$ cat src/rtl/crossbar_switch_arb.sv
// crossbar_switch_arb: registered N_IN x N_OUT crossbar with per-output round-robin arbitration
// and a one-entry output slot. `define CROSSBAR_DROP_CNT_EN adds a saturating drop_cnt port.

module crossbar_switch_arb_slot #(
  parameter int N_IN  = 3,
  parameter int WIDTH = 8,
  parameter int SW    = 2
) (
  input  logic                        clk,
  input  logic                        rst_n,
  input  logic [N_IN-1:0]             req_i,
  input  logic [N_IN-1:0][WIDTH-1:0]  din_i,
  input  logic                        out_ready_i,
  output logic [N_IN-1:0]             gnt_o,
  output logic [WIDTH-1:0]            data_o,
  output logic [SW-1:0]               src_o,
  output logic                        valid_o
);
  logic [SW-1:0]    ptr_q, ptr_d, sel;
  logic [WIDTH-1:0] data_q;
  logic [SW-1:0]    src_q;
  logic             valid_q;
  logic             hit, load, xfer;

  // first requester at or after ptr_q, wrapping modulo N_IN
  always_comb begin
    hit = 1'b0;
    sel = '0;
    for (int k = 0; k < N_IN; k++) begin
      int idx;
      idx = int'(ptr_q) + k;
      if (idx >= N_IN) idx = idx - N_IN;
      if (!hit && req_i[SW'(idx)]) begin
        hit = 1'b1;
        sel = SW'(idx);
      end
    end
  end

  assign load  = !valid_q || out_ready_i;
  assign xfer  = hit && load;
  assign gnt_o = xfer ? (N_IN'(1) << sel) : '0;
  assign ptr_d = (32'(sel) == N_IN - 1) ? '0 : sel + SW'(1);

  always_ff @(posedge clk or negedge rst_n) begin
    if (!rst_n) begin
      ptr_q   <= '0;
      data_q  <= '0;
      src_q   <= '0;
      valid_q <= 1'b0;
    end else if (xfer) begin
      ptr_q   <= ptr_d;
      data_q  <= din_i[sel];
      src_q   <= sel;
      valid_q <= 1'b1;
    end else if (out_ready_i) begin
      valid_q <= 1'b0;
    end
  end

  assign data_o  = data_q;
  assign src_o   = src_q;
  assign valid_o = valid_q;
endmodule

module crossbar_switch_arb #(
  parameter  int N_IN  = 3,
  parameter  int N_OUT = 3,
  parameter  int WIDTH = 8,
  localparam int DW    = $clog2(N_OUT),
  localparam int SW    = $clog2(N_IN)
) (
  input  logic                   clk,
  input  logic                   rst_n,
  input  logic [N_IN*WIDTH-1:0]  in_data,
  input  logic [N_IN*DW-1:0]     in_dest,
  input  logic [N_IN-1:0]        in_valid,
  output logic [N_IN-1:0]        in_ready,
  output logic [N_OUT*WIDTH-1:0] out_data,
  output logic [N_OUT*SW-1:0]    out_src,
  output logic [N_OUT-1:0]       out_valid,
  input  logic [N_OUT-1:0]       out_ready
`ifdef CROSSBAR_DROP_CNT_EN
  , output logic [15:0]          drop_cnt
`endif
);
  logic [N_IN-1:0][WIDTH-1:0]  din;
  logic [N_IN-1:0][DW-1:0]     dst;
  logic [N_OUT-1:0][N_IN-1:0]  req, gnt;
  logic [N_OUT-1:0][WIDTH-1:0] od;
  logic [N_OUT-1:0][SW-1:0]    os;
  logic [N_IN-1:0]             bad, granted;

  assign din = in_data;
  assign dst = in_dest;

  always_comb begin
    req = '0;
    bad = '0;
    for (int i = 0; i < N_IN; i++) begin
      bad[i] = 32'(dst[i]) >= N_OUT;
      for (int o = 0; o < N_OUT; o++)
        req[o][i] = in_valid[i] && (32'(dst[i]) == o);
    end
  end

  always_comb begin
    granted = '0;
    for (int o = 0; o < N_OUT; o++) granted = granted | gnt[o];
  end

  // out-of-range destinations are swallowed without touching any slot
  assign in_ready = {N_IN{rst_n}} & (bad | granted);

  for (genvar o = 0; o < N_OUT; o++) begin : g_out
    crossbar_switch_arb_slot #(.N_IN(N_IN), .WIDTH(WIDTH), .SW(SW)) u_slot (
      .clk         (clk),
      .rst_n       (rst_n),
      .req_i       (req[o]),
      .din_i       (din),
      .out_ready_i (out_ready[o]),
      .gnt_o       (gnt[o]),
      .data_o      (od[o]),
      .src_o       (os[o]),
      .valid_o     (out_valid[o])
    );
  end

  assign out_data = od;
  assign out_src  = os;

`ifdef CROSSBAR_DROP_CNT_EN
  localparam int CW = $clog2(N_IN + 1);
  logic [CW-1:0] ndrop;
  logic [16:0]   dsum;
  logic [15:0]   drop_cnt_q;

  always_comb begin
    ndrop = '0;
    for (int i = 0; i < N_IN; i++)
      if (in_valid[i] && bad[i]) ndrop = ndrop + CW'(1);
    dsum = 17'(drop_cnt_q) + 17'(ndrop);
  end

  always_ff @(posedge clk or negedge rst_n) begin
    if (!rst_n) drop_cnt_q <= '0;
    else        drop_cnt_q <= dsum[16] ? 16'hFFFF : dsum[15:0];
  end

  assign drop_cnt = drop_cnt_q;
`endif
endmodule
$ cat config.mk
export PLATFORM = sky130hd
export DESIGN_NAME = crossbar_switch_arb
export DESIGN_NICKNAME = d
export VERILOG_FILES = /design/src/rtl/crossbar_switch_arb.sv
export SDC_FILE = /design/constraint.sdc
export NUM_CORES = 1
export LEC_CHECK = 0
export ABC_AREA = 1
export BUFFER_PORTS_ARGS = -buffer_cell sky130_fd_sc_hd__buf_4
export CAP_MARGIN = 20
export CORE_MARGIN = 2
export CORE_UTILIZATION = 49
export CTS_CLUSTER_DIAMETER = 60
export DETAILED_ROUTE_END_ITERATION = 8
export GPL_ROUTABILITY_DRIVEN = 0
export HOLD_SLACK_MARGIN = 0.08
export PLACE_DENSITY_LB_ADDON = 0.05
export SLEW_MARGIN = 20
export SYNTH_ARGS = -nofsm -noshare
export SYNTH_HDL_FRONTEND = slang
export SYNTH_SLANG_ARGS = --single-unit
$ cat constraint.sdc
create_clock -name clk -period 2.15 [get_ports clk]
set_clock_uncertainty 0.15 [all_clocks]
set_input_delay 0.3225 -clock clk [delete_from_list [all_inputs] [get_ports clk]]
set_output_delay 0.3225 -clock clk [all_outputs]
set_load 0.02 [all_outputs]
* Word-level counts from Yosys, hierarchy flattened *
Index checks and enable logic that the tools add are counted.

word-level totals
  output and inout port bits = 36
  logic and storage cells = 178
  register bits = 39

operators by class
  equality and inequality tests = 9
  reductions and logical operators = 36
  bitwise logic cells = 4
  order comparisons = 24
  shift operators = 3
  multiplexer cells = 72
  $add $sub $neg = 18

operators with widths
  operator                                                                      number
  8-bit binary-select mux with 2-bit select                                     3
  2-bit 2-to-1 mux                                                              21
  2-bit by 4-bit less-than comparator with 1-bit output, second input constant  9
  1-bit 2-to-1 mux                                                              33
  8-bit 2-to-1 mux                                                              3
  1-bit binary-select mux with 2-bit select                                     9
  3-bit by 2-bit >= comparator with 1-bit output, second input constant         6
  1-bit logical AND                                                             18
  2-bit equality test, second input constant                                    6
  2-bit >= comparator, second input constant                                    6
  2-bit by 1-bit subtractor with 2-bit output, second input constant            6
  2-bit by 1-bit adder with 3-bit output, second input constant                 3
  2-bit by 2-bit adder with 3-bit output, second input constant                 3
  1-bit logical NOT                                                             9
  2-bit by 3-bit less-than comparator with 1-bit output, second input constant  3
  3-bit 2-to-1 mux                                                              3
  3-bit OR                                                                      3
  1-bit by 2-bit left shift with 3-bit output, first input constant             3
  2-bit by 1-bit adder with 2-bit output, second input constant                 3
  2-bit by 1-bit equality test with 1-bit output, second input constant         3
  2-bit logical NOT                                                             3
  2-bit nonzero test                                                            3
  2-bit subtractor, second input constant                                       3
  3-bit bitwise AND                                                             1
  1-bit logical OR                                                              3

* Depth between registers and ports, before layout *
Gate-level depths: netlist of run 1.

  word-level depth = 18
  mapped depth = 15
  depth with buffers taken out = 14

* Hierarchy *
A second synthesis of run 1 with hierarchy kept.

unflattened totals
  cells, all modules = 469
  area total of the unflattened synthesis = 3194.3 um^2

modules (own cells, without submodules)
  module                                           area each (um^2)  times used  seq. area each (um^2)  cells an instance
  crossbar_switch_arb_slot at g_out[1].u_slot ...  1034.7            2           325.3                  144
  crossbar_switch_arb_slot at g_out[0].u_slot      980.9             1           325.3                  147
  crossbar_switch_arb                              143.9             1           0.0                    34

* Worst setup path before layout of run 1 *
Ideal clock, no wire load.

  kind = reg-to-output
  start = reg g_out[2].u_slot.ptr_q[0]
  end = out in_ready[1]
  buffers on the path = 0
  data required time = 1.678 ns
  cell stages (with the launch flop) = 15
  data arrival time = 1.883 ns
  path slack = -0.206 ns
  path through = dfrtp_1 > inv_1 > ha_1 > inv_1 > nand2_1 > nand3_1 > nand2_1 > nand2_1 > nor2_1 > nand2_1 > nand2_2 > nand2_4 > o21ai_0 > nor2_1 > nor2_1

on the way
  word-level cells in the longest chain between the ends = 17

RTL lines
  element                                                                                          RTL line  text
  from (decl)                                                                                      19        logic [SW-1:0] ptr_q, ptr_d, sel;
  from (signal assigned)                                                                           52        ptr_q <= ptr_d;
  parallel branches: the longest is 13 deep, another holds 2-bit by 1-bit adder with 3-bit output  n/a
  3-bit 2-to-1 mux (*)                                                                             42        assign gnt_o = xfer ? (N_IN'(1) << sel) : '0;
  3-bit OR (*)                                                                                     109       for (int o = 0; o < N_OUT; o++) granted = granted | gnt[o];
  3-bit OR (*)                                                                                     113       assign in_ready = {N_IN{rst_n}} & (bad | granted);
  3-bit bitwise AND (*)                                                                            113
  to (decl)                                                                                        78        output logic [N_IN-1:0] in_ready,

Every way passes the cells marked *. The select of a mux whose other input is x is not followed.

* Worst setup path after layout of run 1 *
  start = reg g_out[2].u_slot.ptr_q[1]
  end = out in_ready[2]

The elaborated chain is that of the path after synthesis.

==> results of run 1 <==
==> power groups by stage <==
stage          Sequential [µW]  Combinational (µW)  Clock [µW]
6_report                  1340                5980         539
2_1_floorplan             1640                2820           0
3_3_place_gp              1330                4730           0
5_1_grt                   1380                6530         579
4_1_cts                   1330                5390         548
3_5_place_dp              1340                4810           0
==> registers in the layout, indices dropped and copies added (netlist names) <==
| name | cells |
|---|---|
| g_out.u_slot.data_o | 24 |
| g_out.u_slot.ptr_q | 6 |
| g_out.u_slot.src_o | 6 |
| g_out.u_slot.valid_o | 3 |
==> cell type report <==
cell class                 count  area [µm²]  share of cell area, %
inverter                      57         229                   4.99
sequential                    39         976                   21.3
timing repair buffer         156        1210                   26.5
tap                           75        93.8                   2.04
clock buffer                   8         100                   2.18
multi-input combinational    356        1980                   43.0
==> final timing paths <==
| check | slack (ns) | startpoint | cells after the start | to |
|---|---|---|---|---|
| min | 0.12 | in_data[8] | 3 | g_out[2].u_slot.data_o[0] |
| max reg2reg | -0.10 | g_out[2].u_slot.ptr_q[1] | 15 | g_out[2].u_slot.data_o[4] |
| min reg2reg | 0.34 | g_out[2].u_slot.src_o[0] | 2 | g_out[2].u_slot.src_o[0] |
| min in group asynchronous | 0.50 | rst_n | 3 | g_out[2].u_slot.data_o[1] |
| max | -0.47 | g_out[2].u_slot.ptr_q[1] | 14 | in_ready[2] |
| max in group asynchronous | 0.99 | rst_n | 3 | g_out[1].u_slot.data_o[7] |
==> layer usage <==
layer	track usage, %	vias to the layer above	share of wire, %
met2	49.5	176	48
met1	40.7	1710	43
li1	-	1779	-
met4	5.08	0	1.2
met5	0	-	0
met3	4.11	23	7.3
==> layout by cell type, fill, tap and decap left out, drive strengths merged <==
master	netlist	routed
clkbuf	0	8
nor2	63	63
inv	56	56
nand3	64	64
a31oi	2	2
dlygate4sd3	0	1
a21oi	2	2
nand2	168	168
ha	6	6
o21ai	34	34
clkinv	1	1
buf	12	155
o211ai	4	4
dfrtp	39	39
nand4	13	13
==> critical path: cells and delay by family, from the launching register on <==
kind	cells	cell delay (ns)
AOI/OAI and AO/OA	1	0.08
and+or+nand+nor	10	0.86
DFF	1	0.42
adders and majority gates	1	0.32
buffers and inverters	2	0.19
==> kinds of logic (layout without fill, tap and decap cells) <==
group | count (synthesis) | after routing | share of synthesized area (%)
adder cells (fa/ha/maj) | 6 | 6 | 2.57
flip-flops | 39 | 39 | 33.4
AND/OR/NAND/NOR | 308 | 308 | 45.8
buffers and inverters | 69 | 221 | 10.6
AO/OA/AOI/OAI | 42 | 42 | 7.62
==> metrics by stage <==
step | instances | util (%) | worst slack (ns) | instance area [µm²] | total power (µW)
final | 691 | 78.4 | -0.468 | 4590 | 7860
after global routing | 691 | 78.4 | -0.596 | 4590 | 8490
after CTS | 690 | 75.0 | -0.447 | 4390 | 7270
after detailed placement | 655 | 68.0 | -0.256 | 3980 | 6150
after global placement | 655 | 68.0 | -0.213 | 3980 | 6060
after floorplan | 464 | - | -0.0582 | 3020 | 4460
==> repair_timing <==
item | 4_1_cts | 5_1_grt
setup buffers | 26 | 11
cloned | 0 | 1
hold buffers | 1 | 0
setup endpoints to repair | 6 | 32
hold endpoints to repair | 39 | 0
pin swaps | 23 | 29
gates resized for setup | 32 | 63
==> run_results.csv, run 1 <==
group,metric,value,unit
run_status,status,"finished with violations",
run_status,violations,"setup timing",
yosys,synth_top_area_cell,"dfrtp_1",
yosys,syn_inst,464,
yosys,synth_top_area_share,33.4,%
cts,cts_buffer_depth,2,
flow_run,maxCapViolCount,0,
floorplanning,initial_core_util,49.9,%
setup_path,critical_path.max_fanout,6,
cts,root_buffer,"clkbuf_8",
sta,slew_headroom,66.4,%
cts,htreeDepth,2,
yosys,synth_edf_count,0,
sta,setup_viol,14,
cells_and_area,diodes,0,
setup_path,critPathKind,"register to primary output",
cts,clk-insertion-delay-late,0.29,ns
sta,min_period,2.62,ns
yosys,syn_area,2920,µm²
yosys,synth_cell_types,22,
floorplanning,die_h,81.2,µm
cts,clk_pin_slew_worst_paths,0.07,ns
sta,worst_slack,-0.468,ns
global_route,grt_pass1_vias,3356,
sta,grt_setup_unrepaired,"yes",
sta,hold_ws,0.116,ns
sta,drv_slew,0,
cells_and_area,area_delta_synth_final,57.1,%
global_route,grt_max_degree,40,
routing,wl_per_cell,14.4,µm
yosys,yosys_warnings,0,
yosys,synth_nets,508,
setup_path,cp_slowest_cell,"dfrtp_1",
sta,min_period_over_period,122,%
routing,drt_iter0_drc,270,
global_route,antenna_found_initial,0,
routing,routed-via-count,3688,
power_and_ir_drop,power_density,1710,nW/µm²
power_and_ir_drop,combPwrFrac,76.1,%
power_and_ir_drop,clockPowerShare,6.9,%
place,place_hpwl,6900,µm
routing,first_pass_iters,6,
sta,fin_setup_tns,-1.77,ns
setup_path,cp_common_cell,"nand2_2",
power_and_ir_drop,power_switching,3900,µW
cts,cts-buffers-inserted,5,
yosys,synth.avg_cell_area,6.30,µm²
floorplanning,io_pins,74,
cells_and_area,fin_nets,659,
yosys,yosys_most_used_dff,"dfrtp_1",
cts,clkSinkCount,39,
power_and_ir_drop,switching_share,49.7,%
place,portBuffers,73,
sta,hold_viol,0,
global_route,grt_remaining_overflow,0,
sta,max_freq,382,MHz
setup_path,path_cells,"ha_4 -> inv_2 -> nand2_2 -> nand3_2 -> nand2_4 -> nand2_2 -> nor2_2 -> nand2_1 -> nand2_2 -> nand2_2 -> o21ai_2 -> nor2_4 -> nor2_2 -> buf_6",
sta,worst_pin_slew,0.504,ns
power_and_ir_drop,seqPwrFrac,17.1,%
yosys,yosysSeqAreaShare,33.4,%
floorplanning,core-area,5850,µm²
yosys,synth.area.top_cells,"dfrtp_1 33%, nand2_1 20%, nand3_1 11%",
routing,antenna_left,0,
power_and_ir_drop,leakage,0.00249,µW
setup_path,cp.required,1.68,ns
cells_and_area,nFillCells,451,
yosys,async_flop_share,100,%
floorplanning,die_w,81.2,µm
floorplanning,die_area,6600,µm²
cts,cts_tree,"done",
yosys,yosys-top-cells-count,"155 x nand2_1, 63 x nand3_1, 58 x nor2_1",
global_route,grt_pass1_wl,15100,µm
setup_path,cp_slowest_stage_delay,0.42,ns
routing,drcViolationCount,0,
power_and_ir_drop,internal_power,3960,µW
yosys,synth-seq-cells,39,
global_route,track_usage,29.4,%
routing,vias_per_cell,5.34,
floorplanning,rows,28,
setup_path,cp.arrival,2.15,ns
cells_and_area,drive_gt1_share,44.5,%
power_and_ir_drop,irDropWorstVdd,1050,µV
yosys,yosysMostFrequentCell,"nand2_1",
setup_path,critPathCaptureType,"primary output",
routing,routed_wl,9980,µm
worst_hold_path,hp-class,"input pin to register",
setup_path,worstSetupStartpointType,"register",
Power figures use the tool's default switching activity.
==> inputs of run 2 (changes only) <==
--- a/config.mk
+++ b/config.mk
@@ -15,6 +15,7 @@
 export GPL_ROUTABILITY_DRIVEN = 0
 export HOLD_SLACK_MARGIN = 0.08
 export PLACE_DENSITY_LB_ADDON = 0.05
+export SKIP_CTS_REPAIR_TIMING = 1
 export SLEW_MARGIN = 20
 export SYNTH_ARGS = -nofsm -noshare
 export SYNTH_HDL_FRONTEND = slang
==> run_results.csv, run 2 (synthesis gave the netlist of run 1 again) <==
group,metric,value,unit
sta,setup_viol,14,
sta,min_period,2.67,ns
sta,drv_slew,0,
floorplanning,rows,28,
floorplanning,die_h,81.2,µm
global_route,antenna_found_initial,0,
cells_and_area,diodes,0,
cells_and_area,final_cell_mix,"136 x nand2_1, 129 x buf_4, 50 x nor2_1, 49 x nand3_1, 39 x dfrtp_1",
sta,fin_setup_tns,-1.90,ns
setup_path,rrSetupSlack,-0.07,ns
cells_and_area,stdcell_area,4430,µm²
floorplanning,die_area,6600,µm²
power_and_ir_drop,total_power,7430,µW
cts,htreeDepth,2,
sta,worst_slack,-0.522,ns
floorplanning,io_pins,74,
setup_path,cp_slowest_cell,"dfrtp_1",
setup_path,cp.arrival,2.20,ns
power_and_ir_drop,power_density,1680,nW/µm²
global_route,grt_pass1_wl,14300,µm
sta,max_freq,374,MHz
sta,hold_viol,0,
cells_and_area,mostFrequentLayoutCell,"nand2_1",
routing,routed_wl,9420,µm
worst_hold_path,whs_endpoint,"g_out[2].u_slot.data_o[0]",
routing,routed-via-count,3534,
cells_and_area,multi_input_comb_area,1930,µm²
cells_and_area,area_delta_synth_final,51.6,%
routing,first_pass_iters,5,
place,portBuffers,73,
worst_hold_path,hp-class,"input pin to register",
place,place_hpwl,6900,µm
setup_path,worstSetupStartpointType,"register",
run_status,status,"finished with violations",
cts,clk_pin_slew_worst_paths,0.08,ns
setup_path,cp_slowest_stage_delay,0.43,ns
global_route,grt_max_degree,40,
routing,antenna_left,0,
setup_path,path_cells,"inv_2 -> ha_4 -> inv_4 -> nand3_2 -> nand3_2 -> nand2_4 -> nand2_4 -> nor2_4 -> nand2_4 -> nand2_4 -> nand3_2 -> nand2_2 -> nor2_2 -> nor2_2 -> buf_6",
routing,vias_per_cell,5.24,
power_and_ir_drop,irDropWorstVdd,1090,µV
worst_hold_path,min_from,"in_data[8]",
floorplanning,die_w,81.2,µm
global_route,track_usage,27.6,%
sta,worst_pin_slew,0.496,ns
cts,clk-insertion-delay-late,0.29,ns
run_status,violations,"setup timing",
setup_path,r2r-start,"g_out[0].u_slot.ptr_q[0]",
routing,drcViolationCount,0,
sta,grt_setup_unrepaired,"yes",
cells_and_area,fin_nets,643,
floorplanning,core-area,5850,µm²
cts,root_buffer,"clkbuf_8",
cells_and_area,layout.area.seq,976,µm²
cells_and_area,nFillCells,487,
setup_path,cp_common_cell,"nand2_4",
cts,cts_tree,"done",
cells_and_area,instances_no_fill,675,
setup_path,critical_path.max_fanout,7,
setup_path,ff2ff_path_depth,16,
place,pre_cts_ws,-0.256,ns
flow_run,maxCapViolCount,0,
place,placed_area,3980,µm²
sta,slew_headroom,67.0,%
worst_hold_path,holdPathStages,3,
cts,cts-buffers-inserted,5,
cells_and_area,largest_reg_flops,24,
cts,cts_buffer_depth,2,
setup_path,cp.required,1.68,ns
setup_path,critPathKind,"register to primary output",
power_and_ir_drop,leakage,0.00241,µW
cts,clkSinkCount,39,
global_route,grt_pass1_vias,3184,
routing,wl_per_cell,14.0,µm
setup_path,reg2reg_to,"g_out[0].u_slot.data_o[2]",
sta,min_period_over_period,124,%
setup_path,critPathCaptureType,"primary output",
cells_and_area,drive_gt1_share,40.3,%
routing,drt_iter0_drc,277,
floorplanning,initial_core_util,49.9,%
place,placed_cells,655,
global_route,grt_remaining_overflow,0,
-- run 2: cell count changes in the layout (fill, tap and decap cells not counted), moves of 5 or more --
cell / before / now
buf_4: 145 / 129
nand2_2: 31 / 22
nor2_1: 43 / 50
inv_4: 6 / 1
nand2_1: 129 / 136
-- run 2: cell type report --
class / count / share of cell area (%)
sequential: 39 / 22.0
timing repair buffer: 140 / 25.0
tap: 75 / 2.12
inverter: 57 / 4.89
clock buffer: 8 / 2.26
multi-input combinational: 356 / 43.7
-- run 2: where the power goes --
group	total [µW]	switching, µW	leakage, µW	internal (µW)
combinational	5550	3230	0.00189	2320
sequential	1330	214	0.000470	1120
clock	548	255	0.0000515	293
total	7430	3700	0.00241	3730
-- run 2: how the worst max path moves through the flow --
stage | start | end | slack [ns]
6_report | g_out[0].u_slot.ptr_q[0] | in_ready[0] | -0.52
3_3_place_gp | g_out[1].u_slot.ptr_q[1] | in_ready[2] | -0.21
5_1_grt | g_out[0].u_slot.ptr_q[0] | in_ready[0] | -0.63
2_1_floorplan | g_out[2].u_slot.ptr_q[0] | in_ready[1] | -0.06
4_1_cts | g_out[2].u_slot.ptr_q[0] | in_ready[2] | -0.57
3_5_place_dp | g_out[2].u_slot.ptr_q[0] | in_ready[2] | -0.26
-- run 2: routing by layer --
metal / track usage, % / share of wire [%] / vias to the layer above / routed length, µm
met4: 4.92 / 1.1 / 0 / 108
met3: 4.22 / 6.7 / 18 / 628
met5: 0 / 0 / - / 0
met2: 44.3 / 47 / 153 / 4450
met1: 39.8 / 45 / 1606 / 4230
li1: - / - / 1757 / -
-- run 2: critical path, delay by kind of cell, from the launching register on --
family | cells | cell delay [ns]
flip-flops | 1 | 0.43
buffers and inverters | 3 | 0.24
adder cells (fa/ha/maj) | 1 | 0.32
AND/OR/NAND/NOR | 11 | 0.91
-- run 2: stage by stage --
step | utilization (%) | hold WS (ns)
after detailed placement | 68.0 | 0.280
final | 75.7 | 0.115
after floorplan | - | -0.123
after global placement | 68.0 | 0.264
after global routing | 75.7 | 0.112
after CTS | 69.7 | -0.0300
